==> src/rtl/sm4_mode_ctrl.sv <==
// Block-cipher mode controller (ECB/CBC/CTR) sitting between a host block stream and one SM4 core.
// Latency: input accept -> core request 1 cycle, core result -> data_v_o 1 cycle; one block in flight.
// Backpressure: data_yumi_i low holds OUT; no input is accepted and no core request is made until consumed.
//
// Ports:
//   clk_i, reset_n_i          clock (rising edge), asynchronous active-low reset
//   start_i, mode_i,          message start (IDLE only) with mode, direction, key and IV/counter,
//   decrypt_i, key_i, iv_i    all latched on start
//   data_*_i / data_ready_o   host input block stream (valid/ready)
//   data_*_o / data_yumi_i    host output block stream (valid/yumi)
//   core_*                    SM4 core request (valid/ready) and response (valid/yumi)
//   busy_o, state_o,          status: not idle, raw state encoding, blocks delivered in the
//   blocks_done_o             current message (held in IDLE until the next start)
`timescale 1ns/1ps

module sm4_mode_ctrl #(
    parameter int group_size_p = 128,
    parameter int ctr_width_p  = 32
) (
    input  logic                    clk_i,
    input  logic                    reset_n_i,

    input  logic                    start_i,
    input  logic [1:0]              mode_i,
    input  logic                    decrypt_i,
    input  logic [group_size_p-1:0] key_i,
    input  logic [group_size_p-1:0] iv_i,

    input  logic [group_size_p-1:0] data_i,
    input  logic                    data_last_i,
    input  logic                    data_v_i,
    output logic                    data_ready_o,

    output logic [group_size_p-1:0] data_o,
    output logic                    data_last_o,
    output logic                    data_v_o,
    input  logic                    data_yumi_i,

    output logic [group_size_p-1:0] core_content_o,
    output logic [group_size_p-1:0] core_key_o,
    output logic                    core_decode_o,
    output logic                    core_v_o,
    input  logic                    core_ready_i,
    input  logic [group_size_p-1:0] core_crypt_i,
    input  logic                    core_v_i,
    output logic                    core_yumi_o,

    output logic                    busy_o,
    output logic [2:0]              state_o,
    output logic [ctr_width_p-1:0]  blocks_done_o
);

    typedef enum logic [2:0] {
        IDLE      = 3'd0,
        WAIT_IN   = 3'd1,
        ISSUE     = 3'd2,
        WAIT_CORE = 3'd3,
        OUT       = 3'd4
    } state_e;

    localparam logic [1:0] MODE_ECB  = 2'd0;
    localparam logic [1:0] MODE_CBC  = 2'd1;
    localparam logic [1:0] MODE_CTR  = 2'd2;
    localparam logic [1:0] MODE_RSVD = 2'd3;

    // Selects the counter field of the IV; bits above it are carried through untouched.
    localparam logic [group_size_p-1:0] CTR_MASK =
        {group_size_p{1'b1}} >> (group_size_p - ctr_width_p);
    localparam logic [group_size_p-1:0] GRP_ONE = group_size_p'(1);
    localparam logic [ctr_width_p-1:0]  CNT_ONE = ctr_width_p'(1);

    state_e state_q, state_d;

    logic [1:0]              mode_q, mode_d;
    logic                    decrypt_q, decrypt_d;
    logic [group_size_p-1:0] key_q, key_d;
    logic [group_size_p-1:0] chain_q, chain_d;
    logic [group_size_p-1:0] data_q, data_d;
    logic                    last_q, last_d;
    logic [group_size_p-1:0] content_q, content_d;
    logic                    decode_q, decode_d;
    logic [group_size_p-1:0] out_q, out_d;
    logic [ctr_width_p-1:0]  blocks_done_q, blocks_done_d;

    logic [group_size_p-1:0] ctr_next;

    // Full-width add, then keep only the counter field: the carry out of the
    // counter field is dropped so the upper IV bits never change.
    assign ctr_next = (chain_q & ~CTR_MASK) | ((chain_q + GRP_ONE) & CTR_MASK);

    // ------------------------------------------------------------------
    // FSM: state register
    // ------------------------------------------------------------------
    always_ff @(posedge clk_i or negedge reset_n_i) begin
        if (!reset_n_i) begin
            state_q <= IDLE;
        end else begin
            state_q <= state_d;
        end
    end

    // ------------------------------------------------------------------
    // FSM: next state and handshake outputs
    // ------------------------------------------------------------------
    always_comb begin
        state_d      = state_q;
        data_ready_o = 1'b0;
        data_v_o     = 1'b0;
        data_last_o  = 1'b0;
        core_v_o     = 1'b0;
        core_yumi_o  = 1'b0;
        busy_o       = 1'b1;

        case (state_q)
            IDLE: begin
                busy_o = 1'b0;
                if (start_i) begin
                    state_d = WAIT_IN;
                end
            end
            WAIT_IN: begin
                data_ready_o = 1'b1;
                if (data_v_i) begin
                    state_d = ISSUE;
                end
            end
            ISSUE: begin
                core_v_o = 1'b1;
                if (core_ready_i) begin
                    state_d = WAIT_CORE;
                end
            end
            WAIT_CORE: begin
                // Response is captured and acknowledged in the same cycle.
                core_yumi_o = core_v_i;
                if (core_v_i) begin
                    state_d = OUT;
                end
            end
            OUT: begin
                data_v_o    = 1'b1;
                data_last_o = last_q;
                if (data_yumi_i) begin
                    state_d = last_q ? IDLE : WAIT_IN;
                end
            end
            default: begin
                state_d = IDLE;
            end
        endcase
    end

    // ------------------------------------------------------------------
    // Datapath next-state: latching, pre-core XOR, post-core XOR, chaining
    // ------------------------------------------------------------------
    always_comb begin
        mode_d        = mode_q;
        decrypt_d     = decrypt_q;
        key_d         = key_q;
        chain_d       = chain_q;
        data_d        = data_q;
        last_d        = last_q;
        content_d     = content_q;
        decode_d      = decode_q;
        out_d         = out_q;
        blocks_done_d = blocks_done_q;

        case (state_q)
            IDLE: begin
                if (start_i) begin
                    // The reserved mode is folded into ECB here so that the
                    // rest of the datapath only ever sees three modes.
                    mode_d        = (mode_i == MODE_RSVD) ? MODE_ECB : mode_i;
                    decrypt_d     = decrypt_i;
                    key_d         = key_i;
                    chain_d       = iv_i;
                    blocks_done_d = '0;
                end
            end
            WAIT_IN: begin
                if (data_v_i) begin
                    data_d = data_i;
                    last_d = data_last_i;
                    case (mode_q)
                        MODE_CBC: begin
                            content_d = decrypt_q ? data_i : (data_i ^ chain_q);
                            decode_d  = decrypt_q;
                        end
                        MODE_CTR: begin
                            // CTR only ever runs the core forward; the
                            // keystream is XORed with the data afterwards.
                            content_d = chain_q;
                            decode_d  = 1'b0;
                        end
                        default: begin
                            content_d = data_i;
                            decode_d  = decrypt_q;
                        end
                    endcase
                end
            end
            WAIT_CORE: begin
                if (core_v_i) begin
                    case (mode_q)
                        MODE_CBC: begin
                            if (decrypt_q) begin
                                out_d   = core_crypt_i ^ chain_q;
                                chain_d = data_q;
                            end else begin
                                out_d   = core_crypt_i;
                                chain_d = core_crypt_i;
                            end
                        end
                        MODE_CTR: begin
                            out_d   = core_crypt_i ^ data_q;
                            chain_d = ctr_next;
                        end
                        default: begin
                            out_d = core_crypt_i;
                        end
                    endcase
                end
            end
            OUT: begin
                if (data_yumi_i) begin
                    blocks_done_d = blocks_done_q + CNT_ONE;
                end
            end
            default: begin
            end
        endcase
    end

    always_ff @(posedge clk_i or negedge reset_n_i) begin
        if (!reset_n_i) begin
            mode_q        <= MODE_ECB;
            decrypt_q     <= 1'b0;
            key_q         <= '0;
            chain_q       <= '0;
            data_q        <= '0;
            last_q        <= 1'b0;
            content_q     <= '0;
            decode_q      <= 1'b0;
            out_q         <= '0;
            blocks_done_q <= '0;
        end else begin
            mode_q        <= mode_d;
            decrypt_q     <= decrypt_d;
            key_q         <= key_d;
            chain_q       <= chain_d;
            data_q        <= data_d;
            last_q        <= last_d;
            content_q     <= content_d;
            decode_q      <= decode_d;
            out_q         <= out_d;
            blocks_done_q <= blocks_done_d;
        end
    end

    // Core request fields and the output block come straight from registers,
    // so they stay stable for as long as the corresponding handshake stalls.
    assign data_o         = out_q;
    assign core_content_o = content_q;
    assign core_decode_o  = decode_q;
    assign core_key_o     = key_q;
    assign state_o        = state_q;
    assign blocks_done_o  = blocks_done_q;

endmodule

==> config.mk <==
export PLATFORM = sky130hd
export DESIGN_NAME = sm4_mode_ctrl
export DESIGN_NICKNAME = d
export VERILOG_FILES = /design/src/rtl/sm4_mode_ctrl.sv
export SDC_FILE = /design/constraint.sdc
export NUM_CORES = 2
export LEC_CHECK = 0
export ABC_AREA = 0
export BUFFER_PORTS_ARGS = -buffer_cell sky130_fd_sc_hd__buf_2
export CELL_PAD_IN_SITES_DETAIL_PLACEMENT = 0
export CELL_PAD_IN_SITES_GLOBAL_PLACEMENT = 1
export CORE_AREA = 2 2 373 375
export DETAILED_ROUTE_END_ITERATION = 16
export DIE_AREA = 0 0 375 377
export GPL_TIMING_DRIVEN = 0
export PLACE_DENSITY = 0.67
export SKIP_CTS_REPAIR_TIMING = 1
export SLEW_MARGIN = 15
export SYNTH_ARGS = -nofsm -noshare
export SYNTH_HDL_FRONTEND = slang
export SYNTH_SLANG_ARGS = --single-unit
==> constraint.sdc <==
create_clock -name clk_i -period 2.4 [get_ports clk_i]
set_input_delay 0.24 -clock clk_i [delete_from_list [all_inputs] [get_ports clk_i]]
set_output_delay 0.24 -clock clk_i [all_outputs]
set_load 0.05 [all_outputs]
==> key figures <==
Outcome
  • Status: finished, violations left
  • Failing checks: negative setup slack

Flow run
  • Max-Cap Viols: 0

Worst setup path
  • Setup CP Type: flop to output pin
  • Crit-path max FO: 8
  • CP arrival: about 2.3 ns
  • Setup crit start kind: flop
  • Req. time, crit path: ~2.2 ns
  • Critical Path End Type: output pin

Timing
  • Fmax: just under 400 MHz
  • Min Tclk post-route: about 2.5 ns
  • Final period utilization: 105%
  • Fin Hold WS: between 0.015 and 0.02 ns
  • Unrepaired setup endpoints after global routing: yes
  • PnR worst setup slack: -0.126 ns
  • Slew Limit Fails: 0
  • Clk_skew: 0.0293 ns
  • Final-report setup violation count: 1
  • Worst relative slew slack: between 30% and 40%
  • Final hold vios: 0
  • Worst slew pin tran: ~0.95 ns

Floorplanning
  • CORE AREA: between 0.1 and 0.15 mm^2
  • Row cnt: ~140
  • Die width: 375 um
  • I/O pin total: 949
  • DIE HEIGHT: ~380 um
  • Die ar.: 0.141 mm^2
  • Starting Density: between 20% and 30%

Place
  • DP HPWL: about 160 mm
  • Placed Cells: 6991
  • RePlAce Congestion: between 0.9 and 1
  • PortBufs: approximately 950

Clock tree
  • CTS sink count: 680
  • Clk_lat worst skew: between 0.7 and 0.8 ns
  • Clock slew at reported path FFs: about 0.060 ns
  • CTS Buffer Depth: 3
  • CTS H-Tree Depth: 3
  • Num CTS Buffers: 88
  • CTS tree: done
  • Root Driver: clkbuf_16

Synthesis
  • Post-synthesis cell count: ~4200
  • Synth Area in Adders: less than 1%
  • Register bit total from synthesis: 680
  • Mean Syn Cell Area: approximately 8.4 um^2
  • Top FF cell, synth: dfrtp_1
  • Compound-Gate Fraction of Synth Area: a little under a quarter
  • Cell variety after synth: 61
  • Yosys warns: 0
  • Ys async rst share: 100%
  • Cell Area, Synth: between 0.03 and 0.04 mm^2
  • Largest family of logic cells by synthesized area: compound AO/OA/AOI/OAI gates
  • Synth Area in Simple Gates: 19.5%
  • Post-synth EDFFs: 0
  • Seq/Total Area, Yosys: a little under half
  • Post-synthesis xor/xnor area fraction: 0.641%
  • Syn nets: around 4800
  • Mux contribution to synthesized area: 3.99%

Final layout
  • Area delta synth->final: 46.7%
  • Fill count: 14300
  • Layout cells sized above 1: around a quarter
  • Nets: 6341
  • Post-Layout Cell Count: slightly below 8000

Global route
  • Pin count of the biggest net entering global routing: between 90 and 100
  • Vias in the first global route: 37400
  • Global-route wire length before repair: around 280 mm
  • GRT Total Usage: between 20% and 30%
  • Initial antenna violation count: roughly 80
  • GR Overflow Total: 0

Routing
  • 1st-iter DRT viols: 3837
  • Routed Antenna Nets: 0
  • First-pass DRT Iterations: 5
  • Drt wl/cell: ~26 um
  • Drt total wl: between 200 and 250 mm
  • Drt drc: 0
  • DR vias/cell: between 5 and 6
  • Via count: approximately 40000

Pwr
  • Lkg Pwr: between 0.02 and 0.025 uW
  • Pwr Density: between 1500 and 2000 mW/mm^2
  • Max IR drop VDD: 0.00105 V

Hold path
  • Hold Crit Class: input port to flop
[power breakdown]
group	switching (uW)	internal, uW
combinational	33800	13400
clock	5960	8620
sequential	4990	16700
total	44800	38700
[cells in the final DEF (no fill, tap or decap), drive strengths merged, types with 6 or more instances in the layout]
master,netlist,routed
nand4,18,18
and3,10,10
a41oi,6,6
mux2i,23,23
o221ai,127,127
nor4,9,9
dfrtp,680,680
diode,0,41
mux2,103,103
o21ai,425,425
clkinv,0,24
a21oi,421,421
dlygate4sd3,0,512
a211oi,13,13
and4,8,8
nand2,943,943
o22a,10,10
xnor2,11,11
inv,23,27
bufinv,0,12
and2,7,7
nand3,30,30
nor2,270,270
buf,46,1037
a22oi,127,127
nand3b,134,134
o22ai,97,97
nor3,137,137
clkbuf,348,450
a31oi,139,139
xor2,15,15
[worst paths after layout]
path / cells past startpoint / slack (ns) / end / startpoint
max: 8 / -0.13 / core_yumi_o / state_o[2]
min: 4 / 0.02 / chain_q[10] / iv_i[10]
max reg2reg: 7 / 0 / core_content_o[112] / state_o[1]
min reg2reg: 2 / 0.47 / core_key_o[7] / core_key_o[7]
max in group asynchronous: 5 / 0.41 / core_content_o[18] / reset_n_i
min in group asynchronous: 2 / 0.09 / data_o[50] / reset_n_i
[registers in the layout (all words and copies together) (netlist names), 2 cells and up]
name / cells
blocks_done_o: 32
chain_q: 128
core_content_o: 128
core_key_o: 128
data_o: 128
data_q: 128
mode_q: 2
state_o: 3
[Yosys cell counts (4+ instances only)]
| cell type | instances | area [um^2] |
|---|---|---|
| nor2_1 | 269 | 1010 |
| o22ai_1 | 97 | 607 |
| nand3b_1 | 134 | 1010 |
| o21ai_0 | 425 | 2130 |
| a22oi_1 | 127 | 953 |
| dfrtp_1 | 680 | 17000 |
| inv_1 | 22 | 82.6 |
| a41oi_1 | 6 | 52.6 |
| a211oi_1 | 13 | 97.6 |
| nand3_1 | 30 | 150 |
| or3_1 | 5 | 31.3 |
| nand4_1 | 16 | 100 |
| mux2_2 | 102 | 1150 |
| xnor2_1 | 11 | 96.3 |
| o22a_1 | 10 | 87.6 |
| o221ai_1 | 127 | 1110 |
| and3_1 | 10 | 62.6 |
| a22o_1 | 4 | 35.0 |
| nor3_1 | 137 | 686 |
| a21oi_1 | 421 | 2110 |
| ha_1 | 4 | 50.1 |
| o31ai_1 | 5 | 37.5 |
| buf_1 | 18 | 67.6 |
| buf_2 | 23 | 115 |
| a31oi_1 | 139 | 870 |
| nand2_1 | 943 | 3540 |
| nor2b_1 | 5 | 31.3 |
| nor4_1 | 8 | 50.1 |
| and2_1 | 7 | 43.8 |
| buf_4 | 5 | 37.5 |
| mux2i_1 | 23 | 230 |
| clkbuf_1 | 347 | 1300 |
| xor2_1 | 15 | 131 |
| and4_1 | 8 | 70.1 |
[critical path, stage by stage, from the launching register on]
cell and delay (ns):
dfrtp_2 0.45, nand4b_1 0.21, buf_6 0.17, buf_8 0.13, buf_16 0.14, buf_12 0.13
buf_12 0.12, clkinv_4 0.04, buf_8 0.13
[per-layer routing]
layer,track usage [%],wire [um],up-vias
met1,32.0,79800,20000
met4,11.7,8490,54
li1,-,-,18400
met3,9.85,18800,433
met2,44.5,95900,1878
met5,0,320,-
[cells by family (layout without fill, tap and decap cells)]
family                     Yosys count  after routing
and+or+nand+nor                   1586           1586
AOI/OAI and AO/OA                 1398           1398
DFF                                680            680
buffers and inverters              417           2067
muxes                              127            127
xor gates and xnor gates            26             26
adders and majority gates            4              4
other                                0             41
[through the flow]
| stage | setup slack [ns] | utilization (%) | TNS [ns] | area, um^2 | power [uW] |
|---|---|---|---|---|---|
| after floorplan | -0.0470 | - | -0.0761 | 35500 | 49500 |
| after global placement | -15.98 | 31.1 | - | 42500 | 65100 |
| after detailed placement | -2.43 | 31.3 | -743.93 | 42900 | 66400 |
| after CTS | -2.49 | 33.6 | -771.41 | 46000 | 81200 |
| after global routing | -0.188 | 38.0 | -0.733 | 52100 | 87700 |
| final | -0.126 | 38.0 | -0.126 | 52100 | 83400 |
[layout make-up]
cell class | count | area [um^2] | area share, %
inverter | 23 | 96.3 | 0.185
clock buffer | 119 | 2480 | 4.76
timing repair buffer | 1493 | 10400 | 19.9
tap | 1794 | 2240 | 4.31
buffer | 387 | 2080 | 3.99
antenna | 41 | 103 | 0.197
clock inverter | 45 | 643 | 1.23
sequential | 680 | 17000 | 32.7
multi-input combinational | 3141 | 17100 | 32.7
Power figures use the tool's default switching activity.
